[src/rtl/aes256_encrypt_iter_pkg.sv]
// Shared AES-256 encryption definitions: round/column counts, the state width,
// the GF(2^8) reduction constant, FSM encodings, the forward S-box table and
// the xtime helper.
package aes256_encrypt_iter_pkg;

  localparam int         AES_NR  = 14;
  localparam int         AES_NB  = 4;
  localparam int         STATE_W = 128;
  localparam logic [7:0] GF_RED  = 8'h1B;

  typedef enum logic {
    ST_IDLE = 1'b0,
    ST_RUN  = 1'b1
  } fsm_e;

  // Ascending outer range: element k is the k-th entry in the listing below.
  localparam logic [0:255][7:0] SBOX_TBL = {
    8'h63, 8'h7c, 8'h77, 8'h7b, 8'hf2, 8'h6b, 8'h6f, 8'hc5, 8'h30, 8'h01, 8'h67, 8'h2b, 8'hfe, 8'hd7, 8'hab, 8'h76,
    8'hca, 8'h82, 8'hc9, 8'h7d, 8'hfa, 8'h59, 8'h47, 8'hf0, 8'had, 8'hd4, 8'ha2, 8'haf, 8'h9c, 8'ha4, 8'h72, 8'hc0,
    8'hb7, 8'hfd, 8'h93, 8'h26, 8'h36, 8'h3f, 8'hf7, 8'hcc, 8'h34, 8'ha5, 8'he5, 8'hf1, 8'h71, 8'hd8, 8'h31, 8'h15,
    8'h04, 8'hc7, 8'h23, 8'hc3, 8'h18, 8'h96, 8'h05, 8'h9a, 8'h07, 8'h12, 8'h80, 8'he2, 8'heb, 8'h27, 8'hb2, 8'h75,
    8'h09, 8'h83, 8'h2c, 8'h1a, 8'h1b, 8'h6e, 8'h5a, 8'ha0, 8'h52, 8'h3b, 8'hd6, 8'hb3, 8'h29, 8'he3, 8'h2f, 8'h84,
    8'h53, 8'hd1, 8'h00, 8'hed, 8'h20, 8'hfc, 8'hb1, 8'h5b, 8'h6a, 8'hcb, 8'hbe, 8'h39, 8'h4a, 8'h4c, 8'h58, 8'hcf,
    8'hd0, 8'hef, 8'haa, 8'hfb, 8'h43, 8'h4d, 8'h33, 8'h85, 8'h45, 8'hf9, 8'h02, 8'h7f, 8'h50, 8'h3c, 8'h9f, 8'ha8,
    8'h51, 8'ha3, 8'h40, 8'h8f, 8'h92, 8'h9d, 8'h38, 8'hf5, 8'hbc, 8'hb6, 8'hda, 8'h21, 8'h10, 8'hff, 8'hf3, 8'hd2,
    8'hcd, 8'h0c, 8'h13, 8'hec, 8'h5f, 8'h97, 8'h44, 8'h17, 8'hc4, 8'ha7, 8'h7e, 8'h3d, 8'h64, 8'h5d, 8'h19, 8'h73,
    8'h60, 8'h81, 8'h4f, 8'hdc, 8'h22, 8'h2a, 8'h90, 8'h88, 8'h46, 8'hee, 8'hb8, 8'h14, 8'hde, 8'h5e, 8'h0b, 8'hdb,
    8'he0, 8'h32, 8'h3a, 8'h0a, 8'h49, 8'h06, 8'h24, 8'h5c, 8'hc2, 8'hd3, 8'hac, 8'h62, 8'h91, 8'h95, 8'he4, 8'h79,
    8'he7, 8'hc8, 8'h37, 8'h6d, 8'h8d, 8'hd5, 8'h4e, 8'ha9, 8'h6c, 8'h56, 8'hf4, 8'hea, 8'h65, 8'h7a, 8'hae, 8'h08,
    8'hba, 8'h78, 8'h25, 8'h2e, 8'h1c, 8'ha6, 8'hb4, 8'hc6, 8'he8, 8'hdd, 8'h74, 8'h1f, 8'h4b, 8'hbd, 8'h8b, 8'h8a,
    8'h70, 8'h3e, 8'hb5, 8'h66, 8'h48, 8'h03, 8'hf6, 8'h0e, 8'h61, 8'h35, 8'h57, 8'hb9, 8'h86, 8'hc1, 8'h1d, 8'h9e,
    8'he1, 8'hf8, 8'h98, 8'h11, 8'h69, 8'hd9, 8'h8e, 8'h94, 8'h9b, 8'h1e, 8'h87, 8'he9, 8'hce, 8'h55, 8'h28, 8'hdf,
    8'h8c, 8'ha1, 8'h89, 8'h0d, 8'hbf, 8'he6, 8'h42, 8'h68, 8'h41, 8'h99, 8'h2d, 8'h0f, 8'hb0, 8'h54, 8'hbb, 8'h16
  };

  function automatic logic [7:0] sbox(input logic [7:0] b);
    return SBOX_TBL[b];
  endfunction

  function automatic logic [7:0] xtime(input logic [7:0] a);
    return {a[6:0], 1'b0} ^ (a[7] ? GF_RED : 8'h00);
  endfunction

endpackage

[src/rtl/aes_enc_round.sv]
// One combinational AES encryption round: SubBytes, ShiftRows, MixColumns
// (skipped when last_i) and AddRoundKey.
// Ports: state_in_i  - round input state, byte k at bits [127-8k -: 8]
//        round_key_i - round key, same byte order
//        last_i      - final round, MixColumns bypassed
//        state_out_o - round result
module aes_enc_round
  import aes256_encrypt_iter_pkg::*;
(
  input  logic [127:0] state_in_i,
  input  logic [127:0] round_key_i,
  input  logic         last_i,
  output logic [127:0] state_out_o
);

  // Ascending byte index so element k is byte k (MSB-first on the bus).
  logic [0:15][7:0] in_b, sb, sr, mc;

  assign in_b = state_in_i;

  for (genvar k = 0; k < 16; k++) begin : g_sub
    assign sb[k] = sbox(in_b[k]);
  end

  for (genvar c = 0; c < AES_NB; c++) begin : g_col
    for (genvar r = 0; r < 4; r++) begin : g_row
      // Row r rotates left by r columns.
      assign sr[4*c+r] = sb[4*((c+r)%AES_NB)+r];
      // 2*a_r ^ 3*a_{r+1} ^ a_{r+2} ^ a_{r+3}, with 3*x folded as xtime(x)^x.
      assign mc[4*c+r] = xtime(sr[4*c+r] ^ sr[4*c+(r+1)%4]) ^ sr[4*c+(r+1)%4]
                       ^ sr[4*c+(r+2)%4] ^ sr[4*c+(r+3)%4];
    end
  end

  assign state_out_o = (last_i ? sr : mc) ^ round_key_i;

endmodule

[src/rtl/aes256_encrypt_iter.sv]
// Iterative AES-256 encryption core: initial AddRoundKey on START, then one
// round per clock against an external round-key table addressed by round_idx_o.
// Ports: clk_i, rst_i (sync, active high), start_i, plaintext_i,
//        round_idx_o (key index needed this cycle), round_key_i,
//        busy_o, done_o (1-cycle pulse), ciphertext_o (held until next done).
module aes256_encrypt_iter
  import aes256_encrypt_iter_pkg::*;
#(
  parameter int NR = AES_NR
) (
  input  logic         clk_i,
  input  logic         rst_i,
  input  logic         start_i,
  input  logic [127:0] plaintext_i,
  output logic [3:0]   round_idx_o,
  input  logic [127:0] round_key_i,
  output logic         busy_o,
  output logic         done_o,
  output logic [127:0] ciphertext_o
);

  localparam logic [3:0] LAST_RND = 4'(NR);

  fsm_e                 fsm_q, fsm_d;
  logic [3:0]           round_q, round_d;
  logic [STATE_W-1:0]   state_q, state_d;
  logic [STATE_W-1:0]   ct_q, ct_d;
  logic                 done_q, done_d;
  logic [STATE_W-1:0]   rnd_out;

  aes_enc_round u_round (
    .state_in_i  (state_q),
    .round_key_i (round_key_i),
    .last_i      (round_q == LAST_RND),
    .state_out_o (rnd_out)
  );

  always_ff @(posedge clk_i) begin
    if (rst_i) begin
      fsm_q   <= ST_IDLE;
      round_q <= '0;
      state_q <= '0;
      ct_q    <= '0;
      done_q  <= 1'b0;
    end else begin
      fsm_q   <= fsm_d;
      round_q <= round_d;
      state_q <= state_d;
      ct_q    <= ct_d;
      done_q  <= done_d;
    end
  end

  always_comb begin
    fsm_d   = fsm_q;
    round_d = round_q;
    state_d = state_q;
    ct_d    = ct_q;
    done_d  = 1'b0;
    unique case (fsm_q)
      ST_IDLE: begin
        // round_idx_o is 0 here, so round_key_i is key 0.
        if (start_i) begin
          state_d = plaintext_i ^ round_key_i;
          round_d = 4'd1;
          fsm_d   = ST_RUN;
        end
      end
      ST_RUN: begin
        if (round_q == LAST_RND) begin
          ct_d    = rnd_out;
          done_d  = 1'b1;
          round_d = '0;
          fsm_d   = ST_IDLE;
        end else begin
          state_d = rnd_out;
          round_d = round_q + 4'd1;
        end
      end
      default: fsm_d = ST_IDLE;
    endcase
  end

  always_comb begin
    busy_o      = (fsm_q == ST_RUN);
    round_idx_o = (fsm_q == ST_RUN) ? round_q : 4'd0;
  end

  assign done_o       = done_q;
  assign ciphertext_o = ct_q;

endmodule

[config.mk]
export PLATFORM = sky130hd
export DESIGN_NAME = aes256_encrypt_iter
export DESIGN_NICKNAME = d
export VERILOG_FILES = /design/src/rtl/aes256_encrypt_iter_pkg.sv /design/src/rtl/aes_enc_round.sv /design/src/rtl/aes256_encrypt_iter.sv
export SDC_FILE = /design/constraint.sdc
export NUM_CORES = 2
export LEC_CHECK = 0
export ABC_CLOCK_PERIOD_IN_PS = 4600
export CORE_MARGIN = 5
export CORE_UTILIZATION = 35
export DETAILED_ROUTE_END_ITERATION = 7
export PLACE_DENSITY = 0.49
export SYNTH_ARGS = -nofsm -noshare
export SYNTH_HDL_FRONTEND = slang
export SYNTH_SLANG_ARGS = --single-unit
[constraint.sdc]
create_clock -name clk_i -period 4.6 [get_ports clk_i]
set_input_delay 0.69 -clock clk_i [delete_from_list [all_inputs] [get_ports clk_i]]
set_output_delay 0.69 -clock clk_i [all_outputs]
set_load 0.02 [all_outputs]
==> results.cfg <==
[finish]
layout_commonest_cell = a21oi_1
syn_to_final_growth_pct = 14.83
nFillCells = 22290
nets = 11370
layout-drive-gt1-share_pct = 14.30
layout_common_cells = a21oi_1, nand2_1, buf_4

[worst_setup_path]
slowest_delay_ns = 0.51
startpoint_type = register
crit_start = state_q[89]
worst_path_most_repeated_cell = xnor2_1
worstPathMaxFanout = 7
regToRegStartpoint = state_q[89]
cp.arrival_ns = 5.20
cp_num_buf_inv = 3
path_cells = inv_1, ha_1, nand2b_1, o21ai_0, a2111oi_0, a311oi_1, a31oi_1, a221oi_4, xnor2_1, xnor2_1, xnor2_1, buf_4, o221ai_1, buf_4, nand2_1
cpLargestDelayFamily = compound AO/OA/AOI/OAI gates
worst-setup-path-type = register to register
crit_required_ns = 5.17
cp-end-kind = register
cp_slowest_cell = ha_1

[die]
rows = 168
start_util_pct = 35.18
die_height_um = 469.0
pin_count = 393
die_w_um = 469.0
coreArea_um2 = 209600
die_area_um2 = 219900

[clock_tree]
cts_max_level = 2
clk_latency_ns = 0.67
clk_pin_slew_ns = 0.07
ctsHoldBuffers = 0
cts_root_buffer = clkbuf_16
post_cts_buffers = 0
clock_sinks = 262
cts_tree = done
numCtsBuffers = 42
clk_path_buf_depth = 3

[sta]
layout_setup_ws_ns = -0.03710
hold_viol_final = 0
fin_crit_ns = 4.637
timing.fmax_mhz = 215.7
grt_setup_unrepaired = no
setup_viol = 1
clock_skew_ns = 0.04588
period_share_pct = 100.8
max_slew_margin_pct = 24.11
slew_viol_final = 0
worst_slew_pin_slew_ns = 1.138

[yosys]
ys_ff_latch = 262
syn_area_um2 = 73730
yosysWarnings = 0
yosysTopAreaCellShare_pct = 7.114
syn_area_per_cell_um2 = 6.820
synth_cell_types = 126
synth.largest_area_cell = dfxtp_1
postSynthCellCount = 10810
ys_top_cells_by_area = dfxtp_1, a21oi_1, xnor2_1
ys_seq_area_share_pct = 7.114
synth-async-reset-ratio_pct = 0
syn-num-nets = 11290
synth_flop_cell = dfxtp_1
synth-edff-count = 0

[hold_path]
min_from = rst_i
min_path_type = input port to register

[routing]
drtIter0Drc = 16650
routed_via_density = 6.973
route.detailed.drc = 0
postRouteWirelength_mm = 470.5
drt_pass1_iterations = 7
vias = 95760
detail-route-antenna-nets = 0
routedWlPerCell_um = 34.26

[grt]
antenna_found_initial = 34
grt_pass1_vias = 88320
overflow = 0
grt_max_degree = 145
grt_pass1_wl_mm = 668.6
grt_use_total_pct = 40.45

[place]
hpwl_mm = 352.8
portBuffers = 392
routabilityCongestion = 1.069
pre_cts_ws_ns = -0.003774

[job]
drv_cap = 0

[status]
outcome = finished, violations left
violations = setup timing
[state kept, by name, summed over array words and instances (netlist names)]
register,cells
busy_o,1
ciphertext_o,128
done_o,1
round_q,4
state_q,128
[repair_timing]
item,in CTS,in global routing
setup endpoints to repair,2,24
hold endpoints to repair,0,0
gates resized for setup,3,23
[cell families after synthesis]
kind of cell,Yosys count,synth area share (%)
buffers and inverters,1478,8.940
AOI/OAI and AO/OA,4062,37.34
muxes,360,8.244
and+or+nand+nor,3637,24.67
adders and majority gates,233,3.927
DFF,262,7.114
xor gates and xnor gates,778,9.756
[final timing paths]
kind         slack, ns  cells after the start           endpoint
max              -0.04                     15        state_q[72]
min reg2reg       0.45                      2  ciphertext_o[109]
max reg2reg      -0.04                     15        state_q[72]
min               0.44                      2         state_q[1]
[layout make-up]
class | instances | area, um^2 | area share [%]
flip-flops and latches | 262 | 5381 | 6.357
repair buffers | 1310 | 11560 | 13.65
well taps | 2805 | 3510 | 4.146
diodes | 13 | 32.53 | 0.03843
inverters | 195 | 733.2 | 0.8661
clock inverters | 17 | 162.7 | 0.1921
multi-input cells | 9070 | 62060 | 73.31
clock buffers | 60 | 1220 | 1.441
[worst reg2reg max path, delay by kind of cell, from the launching register on]
family | cells | cell delay (ns)
fa+ha+maj | 1 | 0.52
simple gates | 2 | 0.37
buf+inv | 3 | 0.47
compound gates | 6 | 2.11
flops | 1 | 0.37
xor+xnor | 3 | 0.73
[synthesized netlist by cell type, types with 74 or more instances]
cell type	number
nor3_1	354
dfxtp_1	262
ha_1	225
nand2b_1	348
or2_2	82
nand2_1	881
inv_1	151
a221oi_1	92
o311ai_0	158
nand3_1	344
clkbuf_1	635
xor2_1	232
mux4_2	187
and2_1	97
a211o_1	81
a31oi_1	247
nor2b_1	342
mux2i_1	118
o31ai_1	97
a311oi_1	134
nor2_1	742
buf_2	454
o211ai_1	199
buf_1	86
a211oi_1	261
o22ai_1	105
a21oi_1	949
o221ai_1	98
buf_4	86
or3_1	74
xnor2_1	509
o21ai_0	845
[stage by stage]
step            TNS (ns)  std cells  util [%]  hold slack [ns]  cell area [um^2]
2_1_floorplan          0      10810         -           0.4849             73730
3_5_place_dp   -0.003774      13640     39.67           0.4439             83150
4_1_cts                0      13720     40.34           0.4202             84530
6_report        -0.03710      13730     40.40           0.4420             84660
3_3_place_gp    -0.07647      13640     39.67           0.4370             83150
5_1_grt                0      13730     40.39           0.4663             84640
[layer usage]
| metal | global-route usage (%) | up-vias | part of all wire [%] |
|---|---|---|---|
| li1 | - | 40700 | - |
| met1 | 52.68 | 46230 | 39 |
| met2 | 60.58 | 7329 | 42 |
| met3 | 8.583 | 1484 | 11 |
| met4 | 25.71 | 22 | 8.1 |
| met5 | 0 | - | 0.031 |
Power is left out: the tool's default activity adds up to more than one toggle a clock period on the data nets, which glitch-free logic cannot reach.
